File: config.mk
export PLATFORM = sky130hd
export DESIGN_NAME = conv_seq_ctrl_flat
export DESIGN_NICKNAME = d
export VERILOG_FILES = /design/src/rtl/conv_seq_ctrl_pkg.sv /design/src/rtl/conv_seq_ctrl_if.sv /design/src/rtl/conv_seq_ctrl_valid_pipe.sv /design/src/rtl/conv_seq_ctrl.sv /design/src/flat_wrapper.sv
export SDC_FILE = /design/constraint.sdc
export NUM_CORES = 1
export LEC_CHECK = 0
export ABC_AREA = 0
export BUFFER_PORTS_ARGS = -buffer_cell sky130_fd_sc_hd__buf_2
export CORE_MARGIN = 2
export CORE_UTILIZATION = 54
export DETAILED_ROUTE_END_ITERATION = 10
export PLACE_DENSITY = 0.89
export SLEW_MARGIN = 20
export SYNTH_ARGS = -nofsm -noshare
export SYNTH_HDL_FRONTEND = slang
export SYNTH_SLANG_ARGS = --single-unit
export TNS_END_PERCENT = 30
File: constraint.sdc
create_clock -name clk -period 2.45 [get_ports clk]
set_clock_uncertainty 0.2 [all_clocks]
set_input_delay 0.1225 -clock clk [delete_from_list [all_inputs] [get_ports clk]]
set_output_delay 0.1225 -clock clk [all_outputs]
set_load 0.005 [all_outputs]
File: src/rtl/conv_seq_ctrl_pkg.sv
// Shared definitions for the 1-D convolution sequencer: controller states,
// default geometry and the address-width helper.
package conv_ctrl_pkg;

  // Default geometry of the convolution datapath.
  localparam int DEF_N       = 128;
  localparam int DEF_M       = 32;
  localparam int DEF_MAC_LAT = 2;

  // Controller states.
  typedef enum logic [2:0] {
    IDLE,
    CLR,
    ISSUE,
    DRAIN,
    OUT,
    FIN
  } conv_state_e;

  // Address width for a memory of the given depth. A depth of one still
  // needs a one-bit address so that no port collapses to zero width.
  function automatic int addr_width(input int depth);
    return (depth <= 1) ? 1 : $clog2(depth);
  endfunction

endpackage

File: src/rtl/conv_seq_ctrl_if.sv
// Bundle of the sequencer's control, address and Y-handshake signals.
// The master side is the sequencer; the slave side is the datapath.
interface conv_seq_ctrl_if
  import conv_ctrl_pkg::*;
#(
  parameter int X_AW = addr_width(DEF_N),
  parameter int F_AW = addr_width(DEF_M)
);

  logic            start;
  logic            busy;
  logic [X_AW-1:0] x_addr;
  logic [F_AW-1:0] f_addr;
  logic            mac_clr;
  logic            mac_en_mult;
  logic            mac_en_acc;
  logic            y_valid;
  logic            y_ready;
  logic [X_AW-1:0] y_idx;
  logic            done;

  modport master (
    input  start,
    input  y_ready,
    output busy,
    output x_addr,
    output f_addr,
    output mac_clr,
    output mac_en_mult,
    output mac_en_acc,
    output y_valid,
    output y_idx,
    output done
  );

  modport slave (
    output start,
    output y_ready,
    input  busy,
    input  x_addr,
    input  f_addr,
    input  mac_clr,
    input  mac_en_mult,
    input  mac_en_acc,
    input  y_valid,
    input  y_idx,
    input  done
  );

endinterface

File: src/rtl/conv_seq_ctrl_valid_pipe.sv
// Tracks which issued address pairs are still travelling through the MAC.
// One bit per pipeline stage: stage 0 lines up with the multiply register,
// the last stage lines up with the accumulator register.
module ctrl_valid_pipe #(
  parameter int MAC_LAT = 2
) (
  input  logic clk,
  input  logic reset,
  input  logic issue,
  output logic mac_en_mult,
  output logic mac_en_acc,
  output logic empty
);

  logic [MAC_LAT-1:0] pipe;

  generate
    if (MAC_LAT == 1) begin : g_single
      // Single stage: the issue strobe is simply delayed by one cycle.
      always_ff @(posedge clk or posedge reset) begin
        if (reset) pipe <= '0;
        else       pipe <= issue;
      end
      // Nothing sits upstream of the only stage, so after this cycle the
      // pipe holds only what is issued now.
      assign empty = 1'b1;
    end else begin : g_multi
      // Shift a one in for every issued address pair.
      always_ff @(posedge clk or posedge reset) begin
        if (reset) pipe <= '0;
        else       pipe <= {pipe[MAC_LAT-2:0], issue};
      end
      // High when only the last stage can still be occupied, i.e. the
      // current cycle is the final accumulate of the output in flight.
      assign empty = ~|pipe[MAC_LAT-2:0];
    end
  endgenerate

  assign mac_en_mult = pipe[0];
  assign mac_en_acc  = pipe[MAC_LAT-1];

endmodule

File: src/rtl/conv_seq_ctrl.sv
// Sequencer for the 1-D convolution datapath. Once the X buffer is full it
// walks every output position j, clears the MAC, issues M address pairs,
// waits for the MAC pipeline to drain and hands the sum to the Y buffer
// over a valid/ready handshake. A one-cycle done pulse follows the last
// accepted output so the X buffer can be recycled.
module conv_seq_ctrl
  import conv_ctrl_pkg::*;
#(
  parameter int N       = DEF_N,
  parameter int M       = DEF_M,
  parameter int MAC_LAT = DEF_MAC_LAT,
  parameter int X_AW    = addr_width(N),
  parameter int F_AW    = addr_width(M)
) (
  input  logic           clk,
  input  logic           reset,
  conv_seq_ctrl_if.master bus
);

  // Last tap index inside one output, and last output position.
  localparam logic [F_AW-1:0] K_LAST = F_AW'(M - 1);
  localparam logic [X_AW-1:0] J_LAST = X_AW'(N - M);

  conv_state_e     state;
  conv_state_e     state_nxt;
  logic [X_AW-1:0] j;
  logic [X_AW-1:0] j_nxt;
  logic [F_AW-1:0] k;
  logic [F_AW-1:0] k_nxt;
  logic            issue;
  logic            pipe_empty;

  // State, output position and tap counter registers.
  always_ff @(posedge clk or posedge reset) begin
    if (reset) begin
      state <= IDLE;
      j     <= '0;
      k     <= '0;
    end else begin
      state <= state_nxt;
      j     <= j_nxt;
      k     <= k_nxt;
    end
  end

  // Next-state logic: walk CLR -> ISSUE -> DRAIN -> OUT for every j.
  always_comb begin
    state_nxt = state;
    j_nxt     = j;
    k_nxt     = k;
    issue     = 1'b0;
    case (state)
      IDLE: begin
        if (bus.start) begin
          state_nxt = CLR;
          j_nxt     = '0;
        end
      end
      CLR: begin
        k_nxt     = '0;
        state_nxt = ISSUE;
      end
      ISSUE: begin
        issue = 1'b1;
        if (k == K_LAST) begin
          k_nxt     = '0;
          state_nxt = DRAIN;
        end else begin
          k_nxt = k + F_AW'(1);
        end
      end
      DRAIN: begin
        if (pipe_empty) state_nxt = OUT;
      end
      OUT: begin
        if (bus.y_ready) begin
          if (j == J_LAST) begin
            j_nxt     = '0;
            state_nxt = FIN;
          end else begin
            j_nxt     = j + X_AW'(1);
            state_nxt = CLR;
          end
        end
      end
      FIN: begin
        state_nxt = IDLE;
      end
      default: begin
        state_nxt = IDLE;
        j_nxt     = '0;
        k_nxt     = '0;
      end
    endcase
  end

  // Outputs are decoded from state and counters only; addresses are
  // parked at zero outside ISSUE so they stay frozen while waiting in OUT.
  always_comb begin
    bus.busy    = (state != IDLE);
    bus.mac_clr = (state == CLR);
    bus.y_valid = (state == OUT);
    bus.done    = (state == FIN);
    bus.y_idx   = j;
    bus.x_addr  = '0;
    bus.f_addr  = '0;
    if (state == ISSUE) begin
      bus.x_addr = j + X_AW'(k);
      bus.f_addr = k;
    end
  end

  ctrl_valid_pipe #(
    .MAC_LAT (MAC_LAT)
  ) u_pipe (
    .clk         (clk),
    .reset       (reset),
    .issue       (issue),
    .mac_en_mult (bus.mac_en_mult),
    .mac_en_acc  (bus.mac_en_acc),
    .empty       (pipe_empty)
  );

endmodule
File: src/flat_wrapper.sv
// flat-port wrapper written by rule: the top's interface ports become plain ports
module conv_seq_ctrl_flat import conv_ctrl_pkg::*;
#(
  parameter int N       = DEF_N,
  parameter int M       = DEF_M,
  parameter int MAC_LAT = DEF_MAC_LAT,
  parameter int X_AW    = addr_width(N),
  parameter int F_AW    = addr_width(M)
)
  (clk, reset, bus_start, bus_y_ready, bus_busy, bus_x_addr, bus_f_addr, bus_mac_clr, bus_mac_en_mult, bus_mac_en_acc, bus_y_valid, bus_y_idx, bus_done);
  conv_seq_ctrl_if #(.X_AW(X_AW), .F_AW(F_AW)) bus_i ();
  input  logic clk;
  input  logic reset;
  input wire logic [$bits(bus_i.start)-1:0] bus_start;
  input wire logic [$bits(bus_i.y_ready)-1:0] bus_y_ready;
  output wire logic [$bits(bus_i.busy)-1:0] bus_busy;
  output wire logic [$bits(bus_i.x_addr)-1:0] bus_x_addr;
  output wire logic [$bits(bus_i.f_addr)-1:0] bus_f_addr;
  output wire logic [$bits(bus_i.mac_clr)-1:0] bus_mac_clr;
  output wire logic [$bits(bus_i.mac_en_mult)-1:0] bus_mac_en_mult;
  output wire logic [$bits(bus_i.mac_en_acc)-1:0] bus_mac_en_acc;
  output wire logic [$bits(bus_i.y_valid)-1:0] bus_y_valid;
  output wire logic [$bits(bus_i.y_idx)-1:0] bus_y_idx;
  output wire logic [$bits(bus_i.done)-1:0] bus_done;
  assign bus_i.start = bus_start;
  assign bus_i.y_ready = bus_y_ready;
  assign bus_busy = bus_i.busy;
  assign bus_x_addr = bus_i.x_addr;
  assign bus_f_addr = bus_i.f_addr;
  assign bus_mac_clr = bus_i.mac_clr;
  assign bus_mac_en_mult = bus_i.mac_en_mult;
  assign bus_mac_en_acc = bus_i.mac_en_acc;
  assign bus_y_valid = bus_i.y_valid;
  assign bus_y_idx = bus_i.y_idx;
  assign bus_done = bus_i.done;
  conv_seq_ctrl #(.N(N), .M(M), .MAC_LAT(MAC_LAT), .X_AW(X_AW), .F_AW(F_AW)) u_core (.clk(clk), .reset(reset), .bus(bus_i));
endmodule
# == Word-level counts from Yosys, hierarchy flattened ==
# Index checks and enable logic that the tools add are counted.
# totals
ff_bits,17
inputBits,4
output_inout_bits,25
word_cells,40
# classes
add_sub_neg,3
eq_ne,11
mux,15
n_bitwise,1
n_reduce_logical,6
# op_table
cell,count
7-bit 2-to-1 mux,4
7-bit one-hot mux with 3 select lines,1
3-bit 2-to-1 mux,5
3-bit one-hot mux with 5 select lines,1
5-bit 2-to-1 mux,2
5-bit one-hot mux with 2 select lines,1
4-bit OR reduction,2
7-bit by 1-bit adder with 7-bit output (second input constant),1
7-bit by 5-bit adder with 7-bit output,1
7-bit == test (second input constant),1
3-bit by 2-bit == test with 1-bit output (second input constant),2
3-bit == test (second input constant),2
2-bit != test (second input constant),3
5-bit by 1-bit adder with 5-bit output (second input constant),1
5-bit == test (second input constant),1
4-bit AND reduction,1
3-bit by 1-bit == test with 1-bit output (second input constant),1
3-bit zero test,1
3-bit AND reduction,1
3-bit nonzero test,1
2-bit by 1-bit != test with 1-bit output (second input constant),1
1-bit 2-to-1 mux,1
1-bit NOT,1

# == Logic depth before layout (Yosys ltp) ==
# Gate-level depths: netlist (run 1).
# depth
word_depth,4
ltp_mapped,7

# == Modules after synthesis ==
# Synthesis (run 1) repeated with hierarchy kept, for this count alone.
# hier_totals
hier_cells,148
area_unflattened_um2,1326.3
# modules_own_cells
mod,instances,cells_per_inst,area_per_inst_um2
conv_seq_ctrl,1,144,1268.7
ctrl_valid_pipe,1,4,57.6

# == Least setup slack after synthesis (run 1) ==
# OpenSTA, ideal clock, no wires.
# synth_path
kind,reg-to-output
from,"reg u_core.j[0], in the netlist u_core.bus.y_idx[0]"
to,out bus_x_addr[6]
arrival_ns,1.708
path_slack_ns,0.419
stages_incl_launch_ff,8
path_buffers,0
path_cell_list,dfrtp_1 -> ha_1 -> inv_1 -> fa_1 -> nor2b_1 -> o2111ai_1 -> a31o_2 -> a21oi_1
# synth_between
elab_chain_len,2
# synth_rtl
item,line_no,source
"start, declared",conv_seq_ctrl.sv:26,logic [X_AW-1:0] j;
"start signal, assigned",conv_seq_ctrl.sv:41,j <= j_nxt;
7-bit by 5-bit adder with 7-bit output,conv_seq_ctrl.sv:108,bus.x_addr = j + X_AW'(k);
7-bit 2-to-1 mux,conv_seq_ctrl.sv:107,if (state == ISSUE) begin
"end, declared",flat_wrapper.sv:17,output wire logic [$bits(bus_i.x_addr)-1:0] bus_x_addr;
# Every way passes these cells.

# == Worst setup path after layout (run 1) ==
# layout_path
from,reg u_core.k[0]
to,out bus_x_addr[6]
# layout_between
elab_chain_len,2
# layout_rtl
item,line_no,source
"start, declared",conv_seq_ctrl.sv:28,logic [F_AW-1:0] k;
"start signal, assigned",conv_seq_ctrl.sv:42,k <= k_nxt;
7-bit by 5-bit adder with 7-bit output,conv_seq_ctrl.sv:108,
7-bit 2-to-1 mux,conv_seq_ctrl.sv:107,
# Every way passes these cells.

==> results by group, run 1 <==
Worst setup path
  – Worst path slowest cell: dfrtp_1
  – Crit path max fanout: 3
  – Worst Path Arrival: 2.10 ns
  – Type of origin of the critical path: register
  – CP max stage delay: slightly above 0.4 ns
  – CP cell instances: ha_4 -> inv_2 -> fa_2 -> nor2b_4 -> o2111ai_2 -> a31o_2 -> a21oi_2 -> buf_2
  – Critical Path RT: about 2.1 ns
  – Reg2reg start: u_core.k[0]
  – Crit. End Element: output pin
  – Path depth of the worst reg2reg path: 9
  – Setup crit start: u_core.k[0]
  – CP Class: register to output pin

Synth
  – Mean Syn Cell Area: just over 8 sq um
  – Mapped Area: about 1300 sq um
  – Main combinational cell family by area after synthesis: simple AND/OR/NAND/NOR gates
  – Synth Area in Adders: 9.907%
  – Part of the Yosys area used for sequential elements: approximately a third
  – Synth warn: 0
  – Cell variety after synth: 42
  – Primary FF master, synth: dfrtp_1
  – Asr flop ratio synth: between 90% and 100%
  – Number of synthesized register bits: 17
  – Post-Synthesis Cells: between 150 and 200
  – Synth Area in XOR/XNOR: 0%
  – Post-synth net total: around 180
  – Mux cell area share after synthesis: 2.991%
  – Simple logic cell fraction of the synthesized area: a little under a third
  – Synth Area in Compound Gates: between 10% and 20%
  – EDFF count, synth: 0

Place
  – Post-DP Area: 1500 sq um
  – DP HPWL: around 2500 microns
  – IO Port Bufs: 28
  – Inst Count DP: 218
  – RD Place Congestion: about 0.86

Finish
  – Area of the multi-input gates: around 860 sq um
  – Nets: ~220
  – Post-route cell area: around 1600 sq um
  – Commonest non-fill, non-tap cell in the layout: buf_2
  – Layout cell share with drive strength beyond 1: 27.86%
  – Register area: between 400 and 500 sq um
  – Antenna cells: 0
  – Final Instance Count excl. Fillers: 231
  – Layout fillers: ~190
  – Most frequent cells in the layout: 28 x buf_2, 18 x nand2_1, 13 x inv_1, 13 x dfrtp_1
  – Syn-to-layout area delta: 22.90%

Floorplan
  – Initial Utilization: 55.56%
  – Die Wd: roughly 54 microns
  – Row count: 18
  – I/O pin count: 29
  – Core area: 2410 sq um
  – Area of the die: ~2900 sq um
  – Die Ht: about 54 microns

Clock tree
  – Worst skew pair latency: about 0.30 ns
  – Total clock sinks: 17
  – Clock root buffer master: clkbuf_4
  – CTS tree: yes
  – CTS HTree Levels: 1
  – Total CTS buffers: 3
  – Clock transition at path regs: roughly 0.10 ns
  – Clock buffer depth: 2

Power
  – VDD IR max: around 0.8 mV
  – Leakage: between 0.0007 and 0.0008 uW
  – Tot Pwr: 1431 uW
  – Cell Pwr Density: between 800 and 900 nW/um^2

Timing
  – Fin. max-slew vios: 0
  – Final Setup Violations: 0
  – Tmin final: between 2 and 2.5 ns
  – RSZ-0062 raised after global routing: true
  – Slew @ Worst Pin: ~0.67 ns
  – Tcrit/Tclk final: a little over nine tenths
  – Fin Setup TNS: 0 ns
  – Rel. slew slack: 55.29%
  – Max frequency: roughly 410 MHz
  – Hold Fails Final Rpt: 0

Routing
  – Routed len/inst: 15.85 microns
  – Drt pass-1 iters: 5
  – Post-route DRC: 0
  – Routed wire length: 3661 microns
  – Via count: around 1400
  – Antenna-violating nets left: 0
  – Initial DRC Count: 64
  – Via density: 6.147

Status
  – Status: finished clean

Global route
  – Vias in the first global route: about 1300
  – Initial antenna violation count: 0
  – Gr usage total: between 20% and 30%
  – First-pass GRT wire length: between 5000 and 6000 microns
  – Largest net degree at the start of global routing: 19
  – Global route total overflow: 0

Worst hold path
  – Hold Crit Class: primary input to register
  – Hold Path Depth: 5
  – Startpoint of the worst hold path: bus_start

Job
  – Maxcap violations: 0
[layer usage]
| metal | vias to the layer above | track usage [%] | share of wire, % | wire length (microns) |
|---|---|---|---|---|
| met5 | - | 0 | 0 | 0 |
| met3 | 13 | 1.667 | 6.2 | 227 |
| met2 | 66 | 45.93 | 52 | 1888 |
| li1 | 663 | - | - | - |
| met4 | 0 | 7.265 | 2.3 | 84 |
| met1 | 678 | 36.95 | 40 | 1462 |
[kinds of logic (layout without fill, tap and decap cells)]
kind of cell	count (synthesis)	count (layout)
flip-flops	17	17
AO/OA/AOI/OAI	38	38
buffers and inverters	20	58
AND/OR/NAND/NOR	74	74
adder cells (fa/ha/maj)	10	10
multiplexers	4	4
[cell usage after synthesis, types with 3 or more instances]
master / n / share of area (%)
nor3_1: 7 / 2.6
nor2_1: 8 / 2.2
ha_1: 9 / 8.4
and2_1: 4 / 1.9
dfrtp_1: 17 / 32
nand3_1: 11 / 4.1
mux2i_1: 4 / 3.0
nand2b_1: 3 / 1.4
and4_1: 3 / 2.0
nor2b_1: 4 / 1.9
a21oi_1: 8 / 3.0
clkbuf_1: 3 / 0.84
a21o_1: 4 / 2.2
o21ai_0: 12 / 4.5
nand2_1: 18 / 5.0
inv_1: 14 / 3.9
nand4_1: 4 / 1.9
[flip-flops by register name, summed over array words and instances, names as in the netlist]
name / flops
u_core.u_pipe.pipe: 2
u_core.k: 5
u_core.state: 3
u_core.bus.y_idx: 7
[repair_timing]
item,4_1_cts,5_1_grt
endpoints found under the hold margin,19,0
resized for setup,5,11
setup buffers,2,5
hold buffers,2,0
pin swaps,0,5
endpoints found under the setup margin,3,2
[worst max-delay path, delay by kind of cell (launching register included)]
family,cells,cell delay (ns)
buf+inv,2,0.14
flops,1,0.41
compound gates,3,0.53
simple gates,1,0.17
fa+ha+maj,2,0.53
[power breakdown]
part | total, uW | leakage [uW] | internal [uW] | switching, uW
logic | 814 | 0.000561 | 344 | 470
registers | 461 | 0.000217 | 360 | 101
clock network | 156 | 0.0000150 | 63.5 | 92.4
[path summary, 6_finish.rpt]
kind                                    endpoint  slack (ns)
hold / removal                   u_core.state[0]        0.11
setup / recovery                   bus_x_addr[6]        0.03
hold reg to reg            u_core.u_pipe.pipe[1]        0.24
setup reg to reg                 u_core.state[0]        0.32
min in group asynchronous    u_core.bus.y_idx[4]        0.25
max in group asynchronous    u_core.bus.y_idx[1]        1.33
[area by class of cell]
class                   instances  share of cell area [%]
flip-flops and latches         17                   26.16
inverters                      14                   3.194
clock buffers                   4                   1.597
well taps                      30                   2.281
multi-input cells             126                   52.47
repair buffers                 40                   14.30
[metrics by stage]
stage,hold slack [ns],setup WS [ns],utilization (%)
floorplan,-0.1514,0.4190,-
global placement,0.04727,0.2688,62.25
detailed placement,0.04948,0.1401,62.25
CTS,0.1090,0.01839,65.11
global route,0.2076,-0.04026,68.28
finish,0.1119,0.03197,68.28
No activity file was read; power rests on OpenSTA's default activity.
==> run 2: changes to the inputs <==
--- a/config.mk
+++ b/config.mk
@@ -5,12 +5,12 @@
 export SDC_FILE = /design/constraint.sdc
 export NUM_CORES = 1
 export LEC_CHECK = 0
-export ABC_AREA = 0
+export ABC_AREA = 1
 export BUFFER_PORTS_ARGS = -buffer_cell sky130_fd_sc_hd__buf_2
 export CORE_MARGIN = 2
-export CORE_UTILIZATION = 54
+export CORE_UTILIZATION = 53
 export DETAILED_ROUTE_END_ITERATION = 10
-export PLACE_DENSITY = 0.89
+export PLACE_DENSITY = 0.8
 export SLEW_MARGIN = 20
 export SYNTH_ARGS = -nofsm -noshare
 export SYNTH_HDL_FRONTEND = slang
==> run 2 against run 1 <==
Effect of this change:
- synthesized cell count is 9.2% higher
- non-clock buffer count is 10 lower
- global-route usage is 3.1 points lower
- wire length is 21% lower
- worst hold slack worse by 0.020 ns
- cell count is 3.0% higher
- sequential share of layout area is 3.1 points higher
- maximum frequency is 5.0% higher
- sequential power is 7.6% lower
- critical path type unchanged
- register-to-register slack better by 0.27 ns
==> results by group, run 2 <==
Finish
  – Commonest non-fill, non-tap cell in the layout: nand2_1
  – Layout cell share with drive strength beyond 1: 21.90%
  – Register area: 427.9 sq um
  – Area of the multi-input gates: 705.7 sq um
  – Syn-to-layout area delta: 16.42%
  – Layout fillers: 203
  – Max reg flops: 7
  – Post-route cell area: about 1500 sq um
  – Nets: between 200 and 250
  – Antenna cells: 0
  – Most frequent cells in the layout: 43 x nand2_1, 28 x buf_2, 25 x nor2_1

Place
  – RD Place Congestion: around 0.89
  – DP HPWL: about 2300 microns
  – IO Port Bufs: 28
  – Post-Place Worst Slack: about 0.44 ns
  – Post-DP Area: about 1400 sq um

Routing
  – Initial DRC Count: 45
  – Via density: about 5.2
  – Routed len/inst: approximately 12 microns
  – Via count: between 1000 and 1500
  – Routed wire length: 2893 microns
  – Post-route DRC: 0
  – Antenna-violating nets left: 0
  – Drt pass-1 iters: 4

Clock tree
  – CTS HTree Levels: 1
  – Total CTS buffers: 3
  – Total clock sinks: 17
  – Worst skew pair latency: 0.29 ns
  – Clock buffer depth: 2
  – Clock root buffer master: clkbuf_4
  – # Post-CTS Setup Buffers: 0
  – CTS tree: yes
  – Clock transition at path regs: around 0.10 ns

Synth
  – Cell variety after synth: 29
  – Synth warn: 0
  – Primary FF master, synth: dfrtp_1
  – Post-synth net total: approximately 190
  – Mean Syn Cell Area: roughly 7.1 sq um
  – Top post-synthesis cells by area: dfrtp_1 34%, nand2_1 13%, ha_1 9.0%
  – Part of the Yosys area used for sequential elements: about 34%
  – Share of Yosys cell area claimed by the top area cell type: about a third
  – Synth cell count leaders: 43 x nand2_1, 25 x nor2_1, 22 x inv_1
  – Mapped Area: ~1300 sq um
  – EDFF count, synth: 0
  – Top-count cell post-synth: nand2_1
  – Number of synthesized register bits: 17
  – Post-Synthesis Cells: 178
  – Asr flop ratio synth: 100.0%
  – Yosys top cell by area: dfrtp_1

Timing
  – Post-layout worst setup margin: 0.1471 ns
  – Fin Setup TNS: 0 ns
  – Slew @ Worst Pin: 0.6768 ns
  – Tmin final: ~2.3 ns
  – Fin. max-slew vios: 0
  – WHS: between 0.09 and 0.1 ns
  – Tcrit/Tclk final: between 90% and 100%
  – Final Setup Violations: 0
  – Hold Fails Final Rpt: 0
  – Max frequency: around 430 MHz
  – Rel. slew slack: between 50% and 60%
  – RSZ-0062 raised after global routing: false

Worst setup path
  – CP max stage delay: around 0.44 ns
  – Crit path max fanout: 7
  – Crit. End Element: output pin
  – Critical Path RT: 2.13 ns
  – CP cell instances: ha_1 -> inv_1 -> fa_1 -> inv_1 -> nand4_1 -> nand4_1 -> nand2_1 -> nor2_1 -> buf_2
  – CP Class: register to output pin
  – Worst path slowest cell: dfrtp_2
  – Type of origin of the critical path: register
  – Worst Path Arrival: 1.98 ns

Global route
  – First-pass GRT wire length: 5002 microns
  – Global route total overflow: 0
  – Largest net degree at the start of global routing: 18
  – Initial antenna violation count: 0
  – Gr usage total: about a quarter
  – Vias in the first global route: roughly 1200

Power
  – Tot Pwr: ~1100 uW
  – Cell Pwr Density: about 800 nW/um^2
  – Psw: roughly 540 uW
  – Sw frac: a little under half
  – Flop pwr share: between 30% and 40%
  – Int Pwr: around 600 uW
  – Clk pwr share: 13.0%
  – Leakage: 0.0008087 uW
  – VDD IR max: 0.7453 mV
  – Combinational power share: between 40% and 50%

Floorplan
  – Initial Utilization: 56.30%
  – Core area: between 2000 and 2500 sq um
  – Die Wd: approximately 53 microns
  – Row count: 17
  – Area of the die: 2778 sq um
  – I/O pin count: 29
  – Die Ht: between 50 and 60 microns

Job
  – Maxcap violations: 0

Status
  – Status: finished clean

Worst hold path
  – Hold Crit Class: primary input to register
-- run 2: per-stage QoR --
| stage | instances | utilization (%) |
|---|---|---|
| global placement | 232 | 63.31 |
| floorplan | 178 | - |
| detailed placement | 232 | 63.31 |
| finish | 238 | 65.55 |
| CTS | 238 | 65.43 |
| global route | 238 | 65.55 |
-- run 2: power groups by stage --
| stage | Sequential, uW | Clock [uW] | Combinational (uW) |
|---|---|---|---|
| 4_1_cts | 423 | 155 | 572 |
| 2_1_floorplan | 416 | 0 | 436 |
| 5_1_grt | 438 | 167 | 652 |
| 3_5_place_dp | 429 | 0 | 567 |
| 6_report | 426 | 148 | 569 |
| 3_3_place_gp | 421 | 0 | 553 |
-- run 2: cell type report --
cell class	instances	share of cell area, %
well taps	28	2.393
flip-flops and latches	17	29.23
inverters	28	7.350
multi-input cells	131	48.21
clock inverters	1	0.3419
repair buffers	30	10.94
clock buffers	3	1.538
-- run 2: final timing paths --
path	slack, ns	start	endpoint	depth (start not counted)
max in group asynchronous	1.31	reset	u_core.k[0]	3
min	0.09	bus_start	u_core.state[1]	5
max	0.15	u_core.k[0]	bus_x_addr[6]	9
min reg2reg	0.21	u_core.u_pipe.pipe[0]	u_core.u_pipe.pipe[1]	0
max reg2reg	0.59	u_core.state[2]	u_core.state[1]	7
min in group asynchronous	0.27	reset	u_core.u_pipe.pipe[1]	3
-- run 2: cell families after synthesis --
kind of cell               after synthesis  synth area share, %
and+or+nand+nor                         94                33.43
xor gates and xnor gates                 2                1.393
buffers and inverters                   30                10.05
adders and majority gates               10                10.55
DFF                                     17                33.83
AOI/OAI and AO/OA                       25                10.75
-- run 2: metal layers --
metal	GRT usage, %	part of all wire (%)	routed length, microns	vias to the layer above
met5	0	0	0	-
li1	-	-	-	641
met1	31.05	46	1335	563
met4	6.838	0.80	23	0
met2	41.88	49	1427	34
met3	2.000	3.7	106	4
-- run 2: worst max-delay path, delay by kind of cell (launching register included) --
kind                       cells  cell delay, ns
DFF                            1            0.44
and+or+nand+nor                4            0.39
buffers and inverters          3            0.29
adders and majority gates      2            0.57
-- run 2: repair_timing --
item,CTS,global route
hold endpoints to repair,18,0
resized for setup,0,2
endpoints found under the setup margin,0,1
hold buffers,2,0
